$ cat src/rtl/common_pkg.sv
// Shared HD44780 types and helpers: instruction classes, DDRAM geometry,
// address-counter stepping and AC-to-DDRAM index mapping.
package common_pkg;

    localparam int         DDRAM_SIZE = 80;
    localparam int         LINE_LEN   = 40;
    localparam logic [6:0] LINE0_BASE = 7'h00;
    localparam logic [6:0] LINE1_BASE = 7'h40;
    localparam logic [6:0] LINE0_LAST = 7'h27;
    localparam logic [6:0] LINE1_LAST = 7'h67;
    localparam logic [7:0] BLANK_CHAR = 8'h20;

    typedef enum logic [3:0] {
        CMD_NOP,
        CMD_CLEAR,
        CMD_HOME,
        CMD_ENTRY,
        CMD_DISP,
        CMD_SHIFT,
        CMD_FUNC,
        CMD_CGRAM,
        CMD_DDRAM
    } lcd_cmd_e;

    typedef struct packed {
        logic dl;
        logic n;
        logic f;
        logic id;
        logic sh;
        logic d;
        logic c;
        logic b;
    } lcd_cfg_t;

    // Highest set bit selects the instruction class.
    function automatic lcd_cmd_e lcd_decode(logic [7:0] b);
        if (b[7])      return CMD_DDRAM;
        else if (b[6]) return CMD_CGRAM;
        else if (b[5]) return CMD_FUNC;
        else if (b[4]) return CMD_SHIFT;
        else if (b[3]) return CMD_DISP;
        else if (b[2]) return CMD_ENTRY;
        else if (b[1]) return CMD_HOME;
        else if (b[0]) return CMD_CLEAR;
        else           return CMD_NOP;
    endfunction

    function automatic logic ac_valid(logic [6:0] ac);
        return ac[5:0] < 6'(LINE_LEN);
    endfunction

    function automatic logic [6:0] ac_index(logic [6:0] ac);
        return ac[6] ? 7'(LINE_LEN) + {1'b0, ac[5:0]}
                     : {1'b0, ac[5:0]};
    endfunction

    function automatic logic [6:0] ac_step(logic [6:0] ac, logic inc);
        if (inc) begin
            if (ac == LINE0_LAST) return LINE1_BASE;
            if (ac == LINE1_LAST) return LINE0_BASE;
            return ac + 7'd1;
        end
        if (ac == LINE0_BASE) return LINE1_LAST;
        if (ac == LINE1_BASE) return LINE0_LAST;
        return ac - 7'd1;
    endfunction

endpackage

$ cat src/rtl/hd44780_responder_if.sv
// HD44780 4-bit parallel bus between an initiator (master) and the
// display-side responder (slave).
interface hd44780_responder_if;

    logic       i_E;
    logic       i_RW;
    logic       i_RS;
    logic [3:0] i_lcd_data;
    logic [3:0] o_lcd_data;
    logic       o_lcd_oe;

    modport master (
        output i_E,
        output i_RW,
        output i_RS,
        output i_lcd_data,
        input  o_lcd_data,
        input  o_lcd_oe
    );

    modport slave (
        input  i_E,
        input  i_RW,
        input  i_RS,
        input  i_lcd_data,
        output o_lcd_data,
        output o_lcd_oe
    );

endinterface

$ cat src/rtl/lcd_edge_sync.sv
// Two-flop synchronizer for a bus of async pins; bit 0 is the strobe
// and also gets single-cycle rise/fall pulses.
module lcd_edge_sync #(
    parameter int W = 1
) (
    input  logic         sys_clk,
    input  logic         sys_rst,
    input  logic [W-1:0] d,
    output logic [W-1:0] q,
    output logic         rise,
    output logic         fall
);

    logic [W-1:0] s1;
    logic         s3;

    always_ff @(posedge sys_clk) begin
        if (sys_rst) begin
            s1 <= '0;
            q  <= '0;
            s3 <= 1'b0;
        end else begin
            s1 <= d;
            q  <= s1;
            s3 <= q[0];
        end
    end

    assign rise = q[0] & ~s3;
    assign fall = ~q[0] & s3;

endmodule

$ cat src/rtl/hd44780_responder.sv
// Display-side HD44780 model: nibble assembly, instruction decode,
// address counter, 80-byte DDRAM, busy flag and read-back.
module hd44780_responder
    import common_pkg::*;
#(
    parameter int BUSY_CYCLES     = 1000,
    parameter int CLR_BUSY_CYCLES = 41000
) (
    input  logic          sys_clk,
    input  logic          sys_rst,
    hd44780_responder_if.slave lcd,
    output logic          o_busy,
    output logic [6:0]    o_ac,
    output logic          o_byte_valid,
    output logic          o_byte_rs,
    output logic [7:0]    o_byte,
    output logic          o_bus_err,
    input  logic [6:0]    i_dbg_addr,
    output logic [7:0]    o_dbg_data,
    output lcd_cfg_t      o_cfg
);

    localparam int MAXB = (BUSY_CYCLES > CLR_BUSY_CYCLES)
                        ? BUSY_CYCLES : CLR_BUSY_CYCLES;
    localparam int CW = $clog2(MAXB + 1);

    logic [6:0] sq;
    logic       e_rise;
    logic       e_fall;
    logic       e_s;
    logic       rw_s;
    logic       rs_s;
    logic [3:0] db_s;

    lcd_edge_sync #(.W(7)) u_sync (
        .sys_clk (sys_clk),
        .sys_rst (sys_rst),
        .d       ({lcd.i_lcd_data, lcd.i_RS, lcd.i_RW, lcd.i_E}),
        .q       (sq),
        .rise    (e_rise),
        .fall    (e_fall)
    );

    assign e_s  = sq[0];
    assign rw_s = sq[1];
    assign rs_s = sq[2];
    assign db_s = sq[6:3];

    lcd_cfg_t      cfg;
    logic [6:0]    ac;
    logic          phase;
    logic [3:0]    hi_nib;
    logic [CW-1:0] busy_cnt;
    logic          fill_on;
    logic [6:0]    fill_idx;
    logic          wr_pend;
    logic          wr_rs;
    logic [7:0]    wr_byte;
    logic [3:0]    rd_nib;
    logic [7:0]    ddram [DDRAM_SIZE];

    logic          can_accept;
    logic          wr_done;
    logic          rd_done;
    logic [7:0]    asm_byte;
    logic [7:0]    cur_char;
    logic [3:0]    rd_sel;
    logic          mem_we;
    logic [6:0]    mem_addr;
    logic [7:0]    mem_wdata;

    assign o_busy = fill_on | (busy_cnt != '0);
    // A byte landing on the counter's last cycle is treated as not-busy.
    assign can_accept = !fill_on && (busy_cnt <= CW'(1));
    assign wr_done  = e_fall && !rw_s && (cfg.dl || phase);
    assign rd_done  = e_fall && rw_s && (cfg.dl || phase);
    assign asm_byte = cfg.dl ? {db_s, 4'h0} : {hi_nib, db_s};
    assign cur_char = ac_valid(ac) ? ddram[ac_index(ac)] : BLANK_CHAR;

    always_comb begin
        rd_sel = 4'h0;
        unique case ({rs_s, phase})
            2'b00: rd_sel = {o_busy, ac[6:4]};
            2'b01: rd_sel = ac[3:0];
            2'b10: rd_sel = cur_char[7:4];
            2'b11: rd_sel = cur_char[3:0];
        endcase
    end

    always_comb begin
        mem_we    = 1'b0;
        mem_addr  = fill_idx;
        mem_wdata = BLANK_CHAR;
        if (fill_on) begin
            mem_we = 1'b1;
        end else if (wr_pend && wr_rs && can_accept && ac_valid(ac)) begin
            mem_we    = 1'b1;
            mem_addr  = ac_index(ac);
            mem_wdata = wr_byte;
        end
        if (sys_rst) mem_we = 1'b0;
    end

    always_ff @(posedge sys_clk) begin
        if (mem_we) ddram[mem_addr] <= mem_wdata;
    end

    always_ff @(posedge sys_clk) begin
        if (sys_rst) begin
            cfg          <= '{dl: 1'b1, id: 1'b1, default: 1'b0};
            ac           <= '0;
            phase        <= 1'b0;
            hi_nib       <= '0;
            busy_cnt     <= '0;
            fill_on      <= 1'b1;
            fill_idx     <= '0;
            wr_pend      <= 1'b0;
            wr_rs        <= 1'b0;
            wr_byte      <= '0;
            rd_nib       <= '0;
            o_byte_valid <= 1'b0;
            o_byte_rs    <= 1'b0;
            o_byte       <= '0;
            o_bus_err    <= 1'b0;
            o_dbg_data   <= '0;
        end else begin
            o_byte_valid <= 1'b0;
            o_bus_err    <= 1'b0;
            wr_pend      <= wr_done;
            o_dbg_data   <= ac_valid(i_dbg_addr)
                          ? ddram[ac_index(i_dbg_addr)] : 8'h00;

            if (busy_cnt != '0) busy_cnt <= busy_cnt - CW'(1);
            if (fill_on) begin
                fill_idx <= fill_idx + 7'd1;
                if (fill_idx == 7'(DDRAM_SIZE - 1)) fill_on <= 1'b0;
            end

            if (e_fall && !cfg.dl) phase <= ~phase;
            if (e_fall && !rw_s && !cfg.dl && !phase) hi_nib <= db_s;
            if (wr_done) begin
                wr_byte <= asm_byte;
                wr_rs   <= rs_s;
            end
            if (e_rise) rd_nib <= rd_sel;
            if (rd_done && rs_s && !o_busy) ac <= ac_step(ac, cfg.id);

            if (wr_pend) begin
                if (!can_accept || (wr_rs && !ac_valid(ac))) begin
                    o_bus_err <= 1'b1;
                end else begin
                    o_byte_valid <= 1'b1;
                    o_byte_rs    <= wr_rs;
                    o_byte       <= wr_byte;
                    busy_cnt     <= CW'(BUSY_CYCLES);
                    if (wr_rs) begin
                        ac <= ac_step(ac, cfg.id);
                    end else begin
                        unique case (lcd_decode(wr_byte))
                            CMD_CLEAR: begin
                                ac       <= '0;
                                cfg.id   <= 1'b1;
                                busy_cnt <= CW'(CLR_BUSY_CYCLES);
                                fill_on  <= 1'b1;
                                fill_idx <= '0;
                            end
                            CMD_HOME: begin
                                ac       <= '0;
                                busy_cnt <= CW'(CLR_BUSY_CYCLES);
                            end
                            CMD_ENTRY: begin
                                cfg.id <= wr_byte[1];
                                cfg.sh <= wr_byte[0];
                            end
                            CMD_DISP: begin
                                cfg.d <= wr_byte[2];
                                cfg.c <= wr_byte[1];
                                cfg.b <= wr_byte[0];
                            end
                            CMD_SHIFT: begin
                                if (!wr_byte[3]) ac <= ac_step(ac, wr_byte[2]);
                            end
                            CMD_FUNC: begin
                                cfg.dl <= wr_byte[4];
                                cfg.n  <= wr_byte[3];
                                cfg.f  <= wr_byte[2];
                            end
                            CMD_DDRAM: ac <= wr_byte[6:0];
                            CMD_CGRAM, CMD_NOP: ;
                            default: ;
                        endcase
                    end
                end
            end
        end
    end

    assign lcd.o_lcd_data = rd_nib;
    assign lcd.o_lcd_oe   = e_s & rw_s;
    assign o_ac           = ac;
    assign o_cfg          = cfg;

endmodule

$ cat src/flat_wrapper.sv
// flat-port wrapper written by rule: the top's interface ports become plain ports
module hd44780_responder_flat import common_pkg::*;
#(
    parameter int BUSY_CYCLES     = 1000,
    parameter int CLR_BUSY_CYCLES = 41000
)
  (sys_clk, sys_rst, o_busy, o_ac, o_byte_valid, o_byte_rs, o_byte, o_bus_err, i_dbg_addr, o_dbg_data, o_cfg, lcd_i_E, lcd_i_RW, lcd_i_RS, lcd_i_lcd_data, lcd_o_lcd_data, lcd_o_lcd_oe);
  hd44780_responder_if lcd_i ();
  input  logic sys_clk;
  input  logic sys_rst;
  output logic o_busy;
  output logic [6:0] o_ac;
  output logic o_byte_valid;
  output logic o_byte_rs;
  output logic [7:0] o_byte;
  output logic o_bus_err;
  input  logic [6:0] i_dbg_addr;
  output logic [7:0] o_dbg_data;
  output lcd_cfg_t o_cfg;
  input wire logic [$bits(lcd_i.i_E)-1:0] lcd_i_E;
  input wire logic [$bits(lcd_i.i_RW)-1:0] lcd_i_RW;
  input wire logic [$bits(lcd_i.i_RS)-1:0] lcd_i_RS;
  input wire logic [$bits(lcd_i.i_lcd_data)-1:0] lcd_i_lcd_data;
  output wire logic [$bits(lcd_i.o_lcd_data)-1:0] lcd_o_lcd_data;
  output wire logic [$bits(lcd_i.o_lcd_oe)-1:0] lcd_o_lcd_oe;
  assign lcd_i.i_E = lcd_i_E;
  assign lcd_i.i_RW = lcd_i_RW;
  assign lcd_i.i_RS = lcd_i_RS;
  assign lcd_i.i_lcd_data = lcd_i_lcd_data;
  assign lcd_o_lcd_data = lcd_i.o_lcd_data;
  assign lcd_o_lcd_oe = lcd_i.o_lcd_oe;
  hd44780_responder #(.BUSY_CYCLES(BUSY_CYCLES), .CLR_BUSY_CYCLES(CLR_BUSY_CYCLES)) u_core (.sys_clk(sys_clk), .sys_rst(sys_rst), .lcd(lcd_i), .o_busy(o_busy), .o_ac(o_ac), .o_byte_valid(o_byte_valid), .o_byte_rs(o_byte_rs), .o_byte(o_byte), .o_bus_err(o_bus_err), .i_dbg_addr(i_dbg_addr), .o_dbg_data(o_dbg_data), .o_cfg(o_cfg));
endmodule
$ cat config.mk
export PLATFORM = sky130hd
export DESIGN_NAME = hd44780_responder_flat
export DESIGN_NICKNAME = d
export VERILOG_FILES = /design/src/rtl/common_pkg.sv /design/src/rtl/hd44780_responder_if.sv /design/src/rtl/lcd_edge_sync.sv /design/src/rtl/hd44780_responder.sv /design/src/flat_wrapper.sv
export SDC_FILE = /design/constraint.sdc
export NUM_CORES = 1
export LEC_CHECK = 0
export ABC_AREA = 0
export CAP_MARGIN = 10
export CELL_PAD_IN_SITES_DETAIL_PLACEMENT = 1
export CELL_PAD_IN_SITES_GLOBAL_PLACEMENT = 1
export CORE_MARGIN = 2
export CORE_UTILIZATION = 49
export CTS_CLUSTER_DIAMETER = 200
export DETAILED_ROUTE_END_ITERATION = 10
export GPL_TIMING_DRIVEN = 0
export PLACE_DENSITY_LB_ADDON = 0.1
export REMOVE_ABC_BUFFERS = 1
export SLEW_MARGIN = 10
export SYNTH_ARGS = -nofsm -noshare
export SYNTH_HDL_FRONTEND = slang
export SYNTH_SLANG_ARGS = --single-unit
export TNS_END_PERCENT = 5
$ cat constraint.sdc
create_clock -name sys_clk -period 4.35 [get_ports sys_clk]
set_input_delay 0.6525 -clock sys_clk [delete_from_list [all_inputs] [get_ports sys_clk]]
set_output_delay 0.6525 -clock sys_clk [all_outputs]
set_load 0.01 [all_outputs]
==> results list <==
* Total Routing Usage GR: ~30%
- The floorplan step set the die width to around 270 um.
- Of the total synthesized cell area, the portion taken by full adders, half adders and majority gates is less than 1%.
- Max Cap Viol: 0
* Count of flip-flops with a built-in enable after synthesis: 640
* Final HPWL DP: 72,300 um
- The die is 271 um tall.
* Register bit count reported by yosys: approximately 730
- The tightest min-delay check is of the flip-flop to flip-flop type.
- Sum of negative setup slack: 0 ps
- The post-route netlist has ~29% of its cells at a drive strength greater than 1.
- Number of clock sinks: between 700 and 800
* Cell class contributing the biggest share of worst-path delay: simple AND/OR/NAND/NOR gates
- Critical Path Max Stage Delay: approximately 650 ps
- WP data arrival: ~4500 ps
- Start of the worst register-to-register path: u_core.busy_cnt[2]
- Crit path required time: roughly 4600 ps
- Compared with the post-synthesis result, the final layout area differs by 14.8%.
- The final layout contains routed wiring with a total length of around 110,000 um.
- The worst path meets setup with 120 ps of slack.
- Leakage: ~13 nW
- Hold-fix buffers at CTS: 0
- Summing the areas of all xor and xnor instances in the mapped netlist gives 0.903% of the synthesized area.
* Boundary Pins: 56
- The clock network is responsible for between 40% and 50% of the overall power.
- Total number of H-tree levels: 3
- After synthesis, the share of flip-flops with an asynchronous set or reset is 0%.
- In the routed design, unresolved DRC markers number 0.
- The floorplan has 97 rows.
- In this run the power spent charging and discharging nets is ~3.5 mW.
- Setup slack on the worst reg-to-reg path comes out at between 100 and 150 ps.
- Setup-failing EPs final: 0
* Clock period minus worst slack: 4230 ps
- Sequential cells account for between 40% and 50% of the total power.
* Clock tree from TritonCTS: built
- The die covers 0.0734 mm2.
* Min Hold Slack: between 400 and 500 ps
- Port buffering added 55 buffers.
- Summing over every cut layer, the via total after detailed routing is around 21,000.
- Synthesis handed over a netlist of 2,112 instances.
- The worst setup path is launched from a flip-flop.
* Slowest library cell on the worst path: sky130_fd_sc_hd__nor2_2
* Std-Cell Core Area: approximately 0.07 mm2
* Starting Density: 49.7%
* Total power density per cell area: approximately 390 mW/mm2
- Sum of buffers and inverters on the critical path: 0
* Clock buffer count from CTS: 80
* WL/cell: about 35 um
- Chain of cells forming the critical path: nor4_1 -> nor2b_1 -> o2111ai_1 -> nand2b_4 -> o31ai_2 -> nand2_1 -> nor2_2
- For this run, the number of Yosys warnings is 0.
- Count of endpoints failing hold in the final timing report: 0
- Dividing the final minimum period by the clock period gives between 90% and 100%.
- Post-Place Cell Area: between 0.03 and 0.04 mm2
* Worst skew pair latency: about 640 ps
* Clock Root Buffer: sky130_fd_sc_hd__clkbuf_16
- Cell internal power was estimated by the tool at between 10 and 15 mW.
* Worst clock skew: roughly 25 ps
* Launch point of the worst path: u_core.busy_cnt[2]
- Final net count: approximately 2,200
- Max-slew headroom: 23.0%
- Number of global-route vias before repair: around 22,000
- Along the worst path, the maximum fanout reaches 14.
- Slew Limit Fails: 0
- After the first detailed-routing iteration, the DRC count stood at ~2,600.
- Unique masters post-synth: 74
* Worst setup path category: flip-flop to flip-flop
* Last weighted congestion value of the routability-driven placer: 0.851
* Total iterations of the first detailed-routing run: 6
* Wire length of the first global-routing pass: 162,000 um
- In this run the mean area of a mapped cell was around 17 um2.
- Combinational cells account for under 10% of the total power.
* Worst setup slack after placement: -506 ps
* Unrepaired setup endpoints after global routing: yes
- The number of antenna violations at the first check in global routing was 2.
* Ys flop type: sky130_fd_sc_hd__edfxtp_1
- The synthesized netlist devotes 4.63% of its cell area to compound gates.
* Clock slew at the register clock pins of the worst setup and hold paths: ~60 ps
* Ant. Diodes: 0
- Congestion Overflow GR: 0
- Synthesized cell area: 0.0349 mm2
- The number of placed instances, taps included, is about 3,000.
- Counting the fill cells in the layout gives 6,200.
* Maximum frequency from static timing analysis: around 240 MHz
* Multiplexer share of the synthesized area: roughly a quarter
- Summing the areas of all and, or, nand and nor instances in the mapped netlist gives under 10% of the synthesized area.
* Min-delay src: u_core.u_sync.s1[2]
* Largest family of logic cells by synthesized area: multiplexers
- Final instance area: between 0.04 and 0.05 mm2
- The worst-case IR drop observed on VDD is roughly 0.00045 V.
- The share of the Yosys chip area taken by registers is 60.3%.
- Run status: finished clean
* Avg Vias per Cell: between 6 and 7
- Count of antenna-violating nets left after detailed routing: 0
- For the pin with the worst max-slew slack, the measured transition is 1150 ps.
- Max Buffers Root-to-Sink: 3
- Largest net degree at the start of global routing: between 80 and 90
- Setup crit end kind: flip-flop
- In this run switching power makes up roughly 22% of total power.
- Filler-free cell count of the finished design: around 3,100
## cell usage after synthesis (all sizes together) (5+ instances only)
| cell type | count | share of area, % |
|---|---|---|
| a211oi | 10 | 0.21 |
| a21oi | 62 | 0.89 |
| a22oi | 17 | 0.37 |
| a31oi | 13 | 0.23 |
| and2 | 8 | 0.14 |
| and3 | 9 | 0.16 |
| buf | 79 | 1.3 |
| clkbuf | 73 | 0.78 |
| dfxtp | 92 | 5.3 |
| edfxtp | 640 | 55 |
| ha | 10 | 0.36 |
| inv | 15 | 0.16 |
| mux2 | 21 | 0.68 |
| mux2i | 79 | 2.3 |
| mux4 | 344 | 22 |
| nand2 | 123 | 1.3 |
| nand2b | 14 | 0.27 |
| nand3 | 36 | 0.52 |
| nand3b | 13 | 0.28 |
| nand4 | 15 | 0.27 |
| nor2 | 172 | 1.8 |
| nor2b | 27 | 0.48 |
| nor3 | 30 | 0.44 |
| nor3b | 6 | 0.13 |
| nor4 | 11 | 0.23 |
| o2111ai | 6 | 0.15 |
| o211ai | 5 | 0.11 |
| o21a | 6 | 0.13 |
| o21ai | 39 | 0.56 |
| o221ai | 16 | 0.40 |
| o22ai | 13 | 0.23 |
| o31ai | 18 | 0.40 |
| xnor2 | 20 | 0.50 |
| xor2 | 16 | 0.40 |
## worst register-to-register path: stages (launching register included)
cell                        delay [ps]
sky130_fd_sc_hd__dfxtp_1           330
sky130_fd_sc_hd__nor4_1            510
sky130_fd_sc_hd__nor2b_1           360
sky130_fd_sc_hd__o2111ai_1         400
sky130_fd_sc_hd__nand2b_4          390
sky130_fd_sc_hd__o31ai_2           580
sky130_fd_sc_hd__nand2_1           630
sky130_fd_sc_hd__nor2_2            660
## cell type report
type	count	area [um2]	share of cell area, %
Sequential cell	732	21100	52.6
Multi-Input combinational cell	1211	13700	34.2
Clock buffer	107	2220	5.53
Timing Repair Buffer	98	1420	3.54
Tap cell	940	1180	2.93
Clock inverter	40	413	1.03
Inverter	17	63.8	0.159
## final timing paths
path                         end  cells after the start
max          u_core.ddram[38][0]                      7
min           u_core.u_sync.q[2]                      1
max reg2reg  u_core.ddram[38][0]                      7
min reg2reg   u_core.u_sync.q[2]                      1
## sequential cells by signal, indices dropped and copies added (netlist names)
register and flops:
u_core.ddram 640, u_core.busy_cnt 16, u_core.o_byte 8, u_core.o_cfg 8, u_core.o_dbg_data 8, u_core.wr_byte 8
u_core.fill_idx 7, u_core.o_ac 7, u_core.u_sync.q 7, u_core.u_sync.s1 7, u_core.hi_nib 4, u_core.lcd.o_lcd_data 4
u_core.fill_on 1, u_core.o_bus_err 1, u_core.o_byte_rs 1, u_core.o_byte_valid 1, u_core.phase 1, u_core.u_sync.s3 1
u_core.wr_pend 1, u_core.wr_rs 1
## logic make-up after synthesis
| family | count (synthesis) |
|---|---|
| multiplexers | 444 |
| buffers and inverters | 169 |
| AO/OA/AOI/OAI | 243 |
| XOR/XNOR | 36 |
| flip-flops | 732 |
| AND/OR/NAND/NOR | 478 |
| adder cells (fa/ha/maj) | 10 |
## timing repair
item	4_1_cts	5_1_grt
buffers inserted	0	3
pin swaps	0	2
endpoints found under the setup margin	563	642
resized for setup	71	72
## through the flow
| step | total power, mW | utilization, % |
|---|---|---|
| floorplan | 8.30 | - |
| global placement | 8.70 | 51.1 |
| detailed placement | 8.68 | 52.5 |
| CTS | 15.5 | 56.5 |
| global route | 15.9 | 57.1 |
| finish | 15.4 | 57.1 |
## cells in the final DEF (no fill, tap or decap), types with 9 or more instances in the layout
cell	synthesis	layout
sky130_fd_sc_hd__mux2i_1	79	77
sky130_fd_sc_hd__clkbuf_16	0	82
sky130_fd_sc_hd__clkinv_2	0	10
sky130_fd_sc_hd__buf_12	0	10
sky130_fd_sc_hd__nor4_1	9	9
sky130_fd_sc_hd__o221ai_1	16	16
sky130_fd_sc_hd__nor3_1	29	28
sky130_fd_sc_hd__edfxtp_1	640	640
sky130_fd_sc_hd__o21ai_1	12	12
sky130_fd_sc_hd__nand3_1	36	36
sky130_fd_sc_hd__xor2_1	16	13
sky130_fd_sc_hd__and3_1	9	9
sky130_fd_sc_hd__clkdlybuf4s50_1	0	51
sky130_fd_sc_hd__clkinv_1	2	18
sky130_fd_sc_hd__o21ai_0	27	25
sky130_fd_sc_hd__a21oi_1	62	62
sky130_fd_sc_hd__a211oi_1	10	10
sky130_fd_sc_hd__xnor2_1	20	18
sky130_fd_sc_hd__a22oi_1	17	17
sky130_fd_sc_hd__nand4_1	15	15
sky130_fd_sc_hd__nand2b_1	13	12
sky130_fd_sc_hd__dfxtp_1	92	87
sky130_fd_sc_hd__nor2_1	172	96
sky130_fd_sc_hd__o22ai_1	13	12
sky130_fd_sc_hd__mux4_2	343	343
sky130_fd_sc_hd__inv_1	14	13
sky130_fd_sc_hd__nor2b_1	27	27
sky130_fd_sc_hd__nand3b_1	13	13
sky130_fd_sc_hd__clkbuf_1	73	18
sky130_fd_sc_hd__nand2_1	123	115
sky130_fd_sc_hd__a31oi_1	13	12
sky130_fd_sc_hd__mux2_2	14	14
sky130_fd_sc_hd__ha_1	10	10
sky130_fd_sc_hd__nor2_2	0	13
sky130_fd_sc_hd__buf_16	0	18
sky130_fd_sc_hd__nor2_4	0	63
sky130_fd_sc_hd__o31ai_1	17	17
## per-layer routing
layer	vias to the layer above	wire length, um	global-route usage, %
li1	8731	-	-
met1	11451	44500	42.7
met2	1048	53000	48.0
met3	200	8950	6.06
met4	4	4250	11.8
met5	-	27	0
## power groups by stage
| stage | Clock [mW] | Sequential, mW | Combinational (mW) |
|---|---|---|---|
| after CTS | 6.98 | 7.67 | 0.872 |
| after global routing | 7.24 | 7.68 | 0.945 |
| after floorplan | 0 | 7.81 | 0.495 |
| final | 6.89 | 7.67 | 0.879 |
| after global placement | 0 | 7.82 | 0.881 |
| after detailed placement | 0 | 7.82 | 0.860 |
No activity file was read; power rests on OpenSTA's default activity.
